### config.mk
export PLATFORM = sky130hd
export DESIGN_NAME = rs_allocator
export DESIGN_NICKNAME = d
export VERILOG_FILES = /design/src/rtl/rs_allocator.sv
export SDC_FILE = /design/constraint.sdc
export NUM_CORES = 2
export LEC_CHECK = 0
export CAP_MARGIN = 20
export CORE_AREA = 2 2 494 496
export DETAILED_ROUTE_END_ITERATION = 10
export DIE_AREA = 0 0 496 498
export PLACE_DENSITY = 0.47
export SYNTH_ARGS = -nofsm -noshare
export SYNTH_HDL_FRONTEND = slang
export SYNTH_SLANG_ARGS = --single-unit
### constraint.sdc
create_clock -name clk -period 7.9 [get_ports clk]
set_input_delay 0.79 -clock clk [delete_from_list [all_inputs] [get_ports clk]]
set_output_delay 0.79 -clock clk [all_outputs]
set_load 0.01 [all_outputs]
### src/rtl/rs_allocator.sv
// Reservation-station array: allocates dispatched ops, captures CDB results, frees issued entries.
// Latency: dispatch, CDB wakeup and issue-free each become visible in res_stations one cycle later.
// Backpressure: disp_ready = !full. A dispatch seen while full is dropped and must be held by the sender.
package rs_pkg;
    localparam int RS_SIZE = 8;
    localparam int ROB_W   = 4;
    localparam int LSQ_W   = 4;
    localparam int RS_W    = 4;

    typedef struct packed {
        logic [5:0] alu_op;
        logic       is_load;
        logic       is_store;
        logic       is_branch;
        logic       uses_imm;
        logic [5:0] rsvd;
    } control_bits;

    typedef struct packed {
        logic              busy;
        logic [RS_W-1:0]   id;
        logic [ROB_W-1:0]  tag;
        logic [LSQ_W-1:0]  lsq_id;
        logic [ROB_W-1:0]  tag_1;
        logic [31:0]       value_1;
        logic [ROB_W-1:0]  tag_2;
        logic [31:0]       value_2;
        logic [31:0]       imm;
        control_bits       ctrl_bits;
    } rs_entry;

    typedef struct packed {
        logic [ROB_W-1:0] tag;
        logic [31:0]      value;
    } operand_t;
endpackage

module rs_allocator #(
    parameter int RS_SIZE = rs_pkg::RS_SIZE,
    parameter int ROB_W   = rs_pkg::ROB_W,
    parameter int LSQ_W   = rs_pkg::LSQ_W,
    parameter int RS_W    = rs_pkg::RS_W
) (
    input  logic                clk,
    input  logic                reset,
    input  logic                flush,
    input  logic                disp_valid,
    output logic                disp_ready,
    input  logic [ROB_W-1:0]    disp_tag,
    input  logic [LSQ_W-1:0]    disp_lsq_id,
    input  logic [ROB_W-1:0]    disp_tag_1,
    input  logic [ROB_W-1:0]    disp_tag_2,
    input  logic [31:0]         disp_value_1,
    input  logic [31:0]         disp_value_2,
    input  logic [31:0]         disp_imm,
    input  rs_pkg::control_bits disp_ctrl,
    input  logic                cdb_a_valid,
    input  logic                cdb_b_valid,
    input  logic [ROB_W-1:0]    cdb_a_tag,
    input  logic [ROB_W-1:0]    cdb_b_tag,
    input  logic [31:0]         cdb_a_value,
    input  logic [31:0]         cdb_b_value,
    input  logic [RS_W-1:0]     issue_rs_id,
    output rs_pkg::rs_entry     res_stations [RS_SIZE],
    output logic                full,
    output logic [RS_W-1:0]     free_count
);
    logic [RS_W-1:0] free_cnt;
    logic [RS_W-1:0] alloc_idx;
    logic            alloc_en;
    rs_pkg::rs_entry alloc_entry;

    // Tag 0 is "already ready" so it short-circuits before any CDB compare; A wins over B.
    function automatic rs_pkg::operand_t resolve(input logic [ROB_W-1:0] tag,
                                                  input logic [31:0] value,
                                                  input logic [31:0] miss_value);
        rs_pkg::operand_t r;
        if (tag == '0) begin
            r = '{tag: '0, value: value};
        end else if (cdb_a_valid && cdb_a_tag == tag) begin
            r = '{tag: '0, value: cdb_a_value};
        end else if (cdb_b_valid && cdb_b_tag == tag) begin
            r = '{tag: '0, value: cdb_b_value};
        end else begin
            r = '{tag: tag, value: miss_value};
        end
        return r;
    endfunction

    function automatic rs_pkg::rs_entry blank_entry(input int idx);
        rs_pkg::rs_entry e;
        e    = '0;
        e.id = RS_W'(idx + 1);
        return e;
    endfunction

    // Downward scan so the last write leaves the lowest free index.
    always_comb begin
        free_cnt  = '0;
        alloc_idx = '0;
        for (int i = RS_SIZE - 1; i >= 0; i--) begin
            if (!res_stations[i].busy) begin
                free_cnt  = free_cnt + RS_W'(1);
                alloc_idx = RS_W'(i);
            end
        end
    end

    assign free_count = free_cnt;
    assign full       = (free_cnt == '0);
    assign disp_ready = !full;
    assign alloc_en   = disp_valid && !full;

    always_comb begin
        alloc_entry           = '0;
        alloc_entry.busy      = 1'b1;
        alloc_entry.id        = alloc_idx + RS_W'(1);
        alloc_entry.tag       = disp_tag;
        alloc_entry.lsq_id    = disp_lsq_id;
        alloc_entry.imm       = disp_imm;
        alloc_entry.ctrl_bits = disp_ctrl;
        {alloc_entry.tag_1, alloc_entry.value_1} = resolve(disp_tag_1, disp_value_1, 32'h0);
        {alloc_entry.tag_2, alloc_entry.value_2} = resolve(disp_tag_2, disp_value_2, 32'h0);
    end

    // Allocation only ever targets a non-busy slot, so it cannot collide with a real issue-free.
    always_ff @(posedge clk) begin
        for (int i = 0; i < RS_SIZE; i++) begin
            if (reset || flush) begin
                res_stations[i] <= blank_entry(i);
            end else if (alloc_en && alloc_idx == RS_W'(i)) begin
                res_stations[i] <= alloc_entry;
            end else if (issue_rs_id == RS_W'(i + 1)) begin
                res_stations[i] <= blank_entry(i);
            end else if (res_stations[i].busy) begin
                {res_stations[i].tag_1, res_stations[i].value_1} <=
                    resolve(res_stations[i].tag_1, res_stations[i].value_1, res_stations[i].value_1);
                {res_stations[i].tag_2, res_stations[i].value_2} <=
                    resolve(res_stations[i].tag_2, res_stations[i].value_2, res_stations[i].value_2);
            end
        end
    end
endmodule

Yosys cells after proc, flatten, opt, wreduce, memory -nomap -nowiden
Index checks and enable logic that the tools add are counted.
{"block": "word_totals", "out_inout_bits": 1070, "register_bits": 1064, "input_bits": 210}
{"block": "op_classes", "reduce_logical": 147, "addsub": 8, "n_mux": 110, "n_eq_ne": 67}
{"op": "2-to-1 mux 36 bit", "count": 54}
{"op": "2-to-1 mux 72 bit", "count": 16}
{"op": "2-to-1 mux 133 bit", "count": 8}
{"op": "2-to-1 mux 48 bit", "count": 8}
{"op": "== test 4 bit", "count": 36}
{"op": "2-to-1 mux 13 bit", "count": 8}
{"op": "logical NOT 4 bit", "count": 20}
{"op": "nonzero test 5 bit", "count": 16}
{"op": "nonzero test 4 bit", "count": 16}
{"op": "2-to-1 mux 4 bit", "count": 14}
{"op": "!= test 3 bit (second input constant)", "count": 16}
{"op": "AND reduction 3 bit", "count": 16}
{"op": "logical AND 1 bit", "count": 45}
{"op": "adder 4 x 1 -> 4 bit (second input constant)", "count": 8}
{"op": "== test 4 x 3 -> 1 bit (second input constant)", "count": 8}
{"op": "AND reduction 2 bit", "count": 16}
{"op": "nonzero test 3 bit", "count": 8}
{"op": "== test 4 x 2 -> 1 bit (second input constant)", "count": 4}
{"op": "nonzero test 2 bit", "count": 8}
{"op": "== test 4 x 1 -> 1 bit (second input constant)", "count": 2}
{"op": "== test 4 bit (second input constant)", "count": 1}
{"op": "2-to-1 mux 3 bit", "count": 1}
{"op": "logical NOT 1 bit", "count": 1}
{"op": "logical OR 1 bit", "count": 1}
{"op": "2-to-1 mux 1 bit", "count": 1}

Depth between registers and ports, before layout
{"block": "logic_depth", "ltp_word": 21, "mapped_depth": 25, "mapped_depth_nobuf": 22}

Least setup slack after synthesis
No wires, ideal clock.
{"block": "synth_path", "path_kind": "flip-flop to output port", "start": "register res_stations[132] in the netlist's numbering", "end": "output port full", "path_slack_ns": 2.434, "stages_incl_launch_ff": 22, "n_path_buf": 0, "arrival_ns": 4.676, "cell_sequence": "dfxtp_1 inv_1 ha_1 xnor2_1 ha_1 nor2b_1 a21o_1 ha_1 nor2b_1 a21o_1 ha_1 nand2_1 nand3_1 ha_1 nor2_1 a41oi_1 ha_1 nor4b_1 mux2_4 nor2_1 or3_1 inv_1"}
{"block": "synth_between", "elab_chain_len": 16}
{"element": "start: declaration", "line": "64", "text": "output rs_pkg::rs_entry res_stations [RS_SIZE],"}
{"element": "start signal: indexed assignment", "line": "130", "text": "res_stations[i] <= blank_entry(i);"}
{"element": "start signal: indexed assignment", "line": "132", "text": "res_stations[i] <= alloc_entry;"}
{"element": "start signal: indexed assignment", "line": "134", "text": "res_stations[i] <= blank_entry(i);"}
{"element": "2-to-1 mux 1 bit (*)", "line": "102", "text": "if (!res_stations[i].busy) begin"}
{"element": "adder 4 x 1 -> 4 bit", "line": "103", "text": "free_cnt = free_cnt + RS_W'(1);"}
{"element": "2-to-1 mux 4 bit (*)", "line": "102"}
{"element": "adder 4 x 1 -> 4 bit", "line": "103"}
{"element": "2-to-1 mux 4 bit (*)", "line": "102"}
{"element": "adder 4 x 1 -> 4 bit", "line": "103"}
{"element": "2-to-1 mux 4 bit (*)", "line": "102"}
{"element": "adder 4 x 1 -> 4 bit", "line": "103"}
{"element": "2-to-1 mux 4 bit (*)", "line": "102"}
{"element": "adder 4 x 1 -> 4 bit", "line": "103"}
{"element": "2-to-1 mux 4 bit (*)", "line": "102"}
{"element": "adder 4 x 1 -> 4 bit", "line": "103"}
{"element": "2-to-1 mux 4 bit (*)", "line": "102"}
{"element": "adder 4 x 1 -> 4 bit", "line": "103"}
{"element": "2-to-1 mux 4 bit (*)", "line": "102"}
{"element": "logical NOT 4 bit (*)", "line": "110", "text": "assign full = (free_cnt == '0);"}
{"element": "end: declaration", "line": "65", "text": "output logic full,"}
Every way passes the cells marked *; elsewhere a longest branch is shown, timed or not.

Final worst setup path
{"block": "layout_path", "start": "register res_stations[132] in the netlist's numbering", "end": "output port disp_ready"}
{"block": "layout_between", "elab_chain_len": 17}
{"element": "2-to-1 mux 1 bit (*)", "line": "102"}
{"element": "adder 4 x 1 -> 4 bit", "line": "103"}
{"element": "2-to-1 mux 4 bit (*)", "line": "102"}
{"element": "adder 4 x 1 -> 4 bit", "line": "103"}
{"element": "2-to-1 mux 4 bit (*)", "line": "102"}
{"element": "adder 4 x 1 -> 4 bit", "line": "103"}
{"element": "2-to-1 mux 4 bit (*)", "line": "102"}
{"element": "adder 4 x 1 -> 4 bit", "line": "103"}
{"element": "2-to-1 mux 4 bit (*)", "line": "102"}
{"element": "adder 4 x 1 -> 4 bit", "line": "103"}
{"element": "2-to-1 mux 4 bit (*)", "line": "102"}
{"element": "adder 4 x 1 -> 4 bit", "line": "103"}
{"element": "2-to-1 mux 4 bit (*)", "line": "102"}
{"element": "adder 4 x 1 -> 4 bit", "line": "103"}
{"element": "2-to-1 mux 4 bit (*)", "line": "102"}
{"element": "logical NOT 4 bit (*)", "line": "110"}
{"element": "logical NOT 1 bit (*)", "line": "111", "text": "assign disp_ready = !full;"}
{"element": "end: declaration", "line": "48", "text": "output logic disp_ready,"}
Marked as above.

==> results.cfg <==
[sta]
period_share_pct = 93.8
slew_viol_final = 0
layout_min_cycle_time_ns = 7.41
final.setup.tns_ns = 0
worstMarginPinSlew_ns = 1.35
finalSetupViolations = 0
hold_viol_final = 0
maxSlewHeadroom_pct = 9.96
fmax_ghz = 0.135
clock_skew_ns = 0.0495
timing.hold.ws_ns = 0.456
rsz0062_at_grt = false

[global_route]
met3_usage_pct = 6.53
grt_util_met2_pct = 39.6
grt_max_degree = 113
overflow = 0
met1_usage_pct = 27.5
antenna_found_initial = 15
grt_use_total_pct = 24.0
grt_pass1_wl_um = 416000
grt_pass1_vias = 48100
busiest_layer = met2

[power]
max-vdd-ir-drop_v = 0.000143
leakagePower_nw = 28.2
pwr-share-clk_pct = 50.3
internal-power_mw = 9.47
power_density_mw_per_mm2 = 182
p_switching_mw = 3.55
total_power_mw = 13.0
pwr-share-comb_pct = 8.2
p_seq_share_pct = 41.5
swShare_pct = 27.3

[synth]
synth-compound-area-share_pct = 15.0
synth_fp_nets = 5716
yosysTopAreaCellShare_pct = 41.9
synth.most_common_cell = mux2i_1
syn_area_per_cell_um2 = 9.25
synth_common_cells = mux2i_1, dfxtp_1, nand2_1
yosysTopAreaCell = dfxtp_1
async_flop_share_pct = 0
synth-main-ff-cell = dfxtp_1
synth_cells = 5492
synth_seq_cells = 1064
synth_edf_count = 0
synthAdderAreaFrac_pct = 0.345
synthMuxAreaShare_pct = 23.2
synthTopCellsByArea = dfxtp_1, mux2i_1, nand2_1
synth_xor_area_share_pct = 2.81
synth_area_mm2 = 0.0508
yosysSeqAreaShare_pct = 41.9
yosysWarnings = 0
yosys.cell_types.count = 53
synth_top_family_by_area = multiplexers
yosys.area_share.simple_pct = 11.2

[layout]
multiInputGateArea_mm2 = 0.0271
nFillCells = 25200
drive_gt1_share_pct = 6.91
area_growth_pct = 40.9
top_regs = res_stations x1064
regMostFlops = res_stations
design_area_mm2 = 0.0716
largest_reg_flops = 1064
fin_nets = 6682
seq_area_mm2 = 0.0213

[cts]
cts_hold_buf = 0
htree_levels = 4
cts.clk_slew.worst_paths_ns = 0.05
cts_root_buf = clkbuf_16
cts_buffers = 136
insertion_delay_ns = 0.80
cts_max_path_buffers = 3
postCtsSetupBuffers = 0
cts_tree = built
cts.repair.resized = 0
clock_sinks = 1064

[placement]
hpwl_um = 216000
dpl_cell_area_mm2 = 0.0669
gp_congestion = 0.855
io_buffers = 1279

[die]
rows = 181
die_w_um = 496
io_pins = 1280
core_area_mm2 = 0.242
die_area_mm2 = 0.247
die_h_um = 498
start_util_pct = 21.0

[critical_path]
critical_path.max_fanout = 7
cp_common_cell = ha_1
crit_slowest_cell = nor2_1
worstPathRequired_ns = 7.11
worst_ep_arrival_time_ns = 6.62
endpoint_kind = primary output
cp_cell_sequence = inv_1 -> ha_1 -> xnor2_1 -> ha_1 -> nor2b_1 -> a21o_1 -> ha_1 -> nor2b_1 -> a21o_1 -> ha_1 -> nand2_1 -> nand3_1 -> ha_1 -> nor2_1 -> a41oi_1 -> ha_1 -> nor4_1 -> mux2_4 -> nor2_1 -> or3_1 -> clkdlybuf4s50_1
crit_path_max_incr_delay_ns = 0.60
worstSetupPathType = flip-flop to primary output
cp-start-kind = flip-flop

[status]
status = finished clean

[drt]
drt_iter0_markers = 3789
post_drt_via_cell_ratio = 5.04
drtAntennaViolNets = 0
routedWlPerCell_um = 31.7
via_count = 49300
wl_um = 310000
detail_route.first_pass.iterations = 6
drc = 0

[worst_hold_path]
hold_path.class = flip-flop to flip-flop

[job]
drv_cap = 0
layout by cell type, fill, tap and decap left out, types with 11 or more instances in the layout:
cell and instances:
a21oi_1 31, a221o_1 64, and3_2 16, buf_12 26
buf_4 145, clkbuf_1 29, clkbuf_16 136, clkbuf_8 30
clkdlybuf4s50_1 1279, clkinv_16 12, dfxtp_1 1064, diode_2 12
ha_1 14, inv_1 11, mux2i_1 1171, nand2_1 948
nand3_1 227, nand3_2 12, nor2_1 28, nor3_1 34
nor4_1 18, o2111ai_1 194, o211ai_1 384, o21ai_0 277
o21ai_1 114, xnor2_1 43, xor2_1 109
metrics by stage:
stage	utilization (%)	worst slack (ns)	instances
final	29.6	0.487	9767
after detailed placement	27.6	1.33	9521
after global placement	27.6	1.17	9518
after global routing	29.6	0.0631	9763
after CTS	29.6	0.423	9754
after floorplan	-	2.43	5492
worst max-delay path, delay by kind of cell (launching register included):
family	cells	cell delay [ns]
muxes	1	0.32
adders and majority gates	6	1.92
xor gates and xnor gates	1	0.17
DFF	1	0.42
AOI/OAI and AO/OA	3	0.74
buffers and inverters	2	0.74
and+or+nand+nor	8	1.53
cell type report:
| cell class | instances | area share (%) |
|---|---|---|
| antenna | 12 | 0.0420 |
| clock buffer | 195 | 5.48 |
| clock inverter | 38 | 1.02 |
| inverter | 11 | 0.0577 |
| multi-input combinational | 3794 | 37.9 |
| sequential | 1064 | 29.8 |
| tap | 3202 | 5.60 |
| timing repair buffer | 1451 | 20.2 |
power groups by stage:
stage	Sequential, mW	Clock (mW)	Combinational, mW
2_1_floorplan	5.52	0	0.500
3_3_place_gp	5.52	0	1.06
3_5_place_dp	5.52	0	1.06
4_1_cts	5.40	6.71	1.07
5_1_grt	5.40	6.92	1.10
6_report	5.40	6.55	1.07
routing by layer:
metal | part of all wire (%) | vias up
li1 | - | 21800
met4 | 6.8 | 0
met5 | 0 | -
met1 | 38 | 24400
met3 | 8.6 | 592
met2 | 47 | 2503
logic make-up (layout without fill, tap and decap cells):
family / after synthesis / count (layout)
other: 0 / 12
muxes: 1174 / 1174
adders and majority gates: 14 / 14
AOI/OAI and AO/OA: 1099 / 1099
and+or+nand+nor: 1351 / 1351
buffers and inverters: 634 / 1695
DFF: 1064 / 1064
xor gates and xnor gates: 156 / 156
final timing paths:
| path | startpoint | end | slack (ns) | depth (start not counted) |
|---|---|---|---|---|
| min | res_stations[545]$_SDFFE_PP0P_ | res_stations[545]$_SDFFE_PP0P_ | 0.46 | 2 |
| max reg2reg | res_stations[132]$_SDFFE_PP0P_ | res_stations[655]$_SDFFE_PP0P_ | 1.33 | 22 |
| max | res_stations[132]$_SDFFE_PP0P_ | disp_ready | 0.49 | 21 |
| min reg2reg | res_stations[545]$_SDFFE_PP0P_ | res_stations[545]$_SDFFE_PP0P_ | 0.46 | 2 |
(Power assumes the default switching activity.)
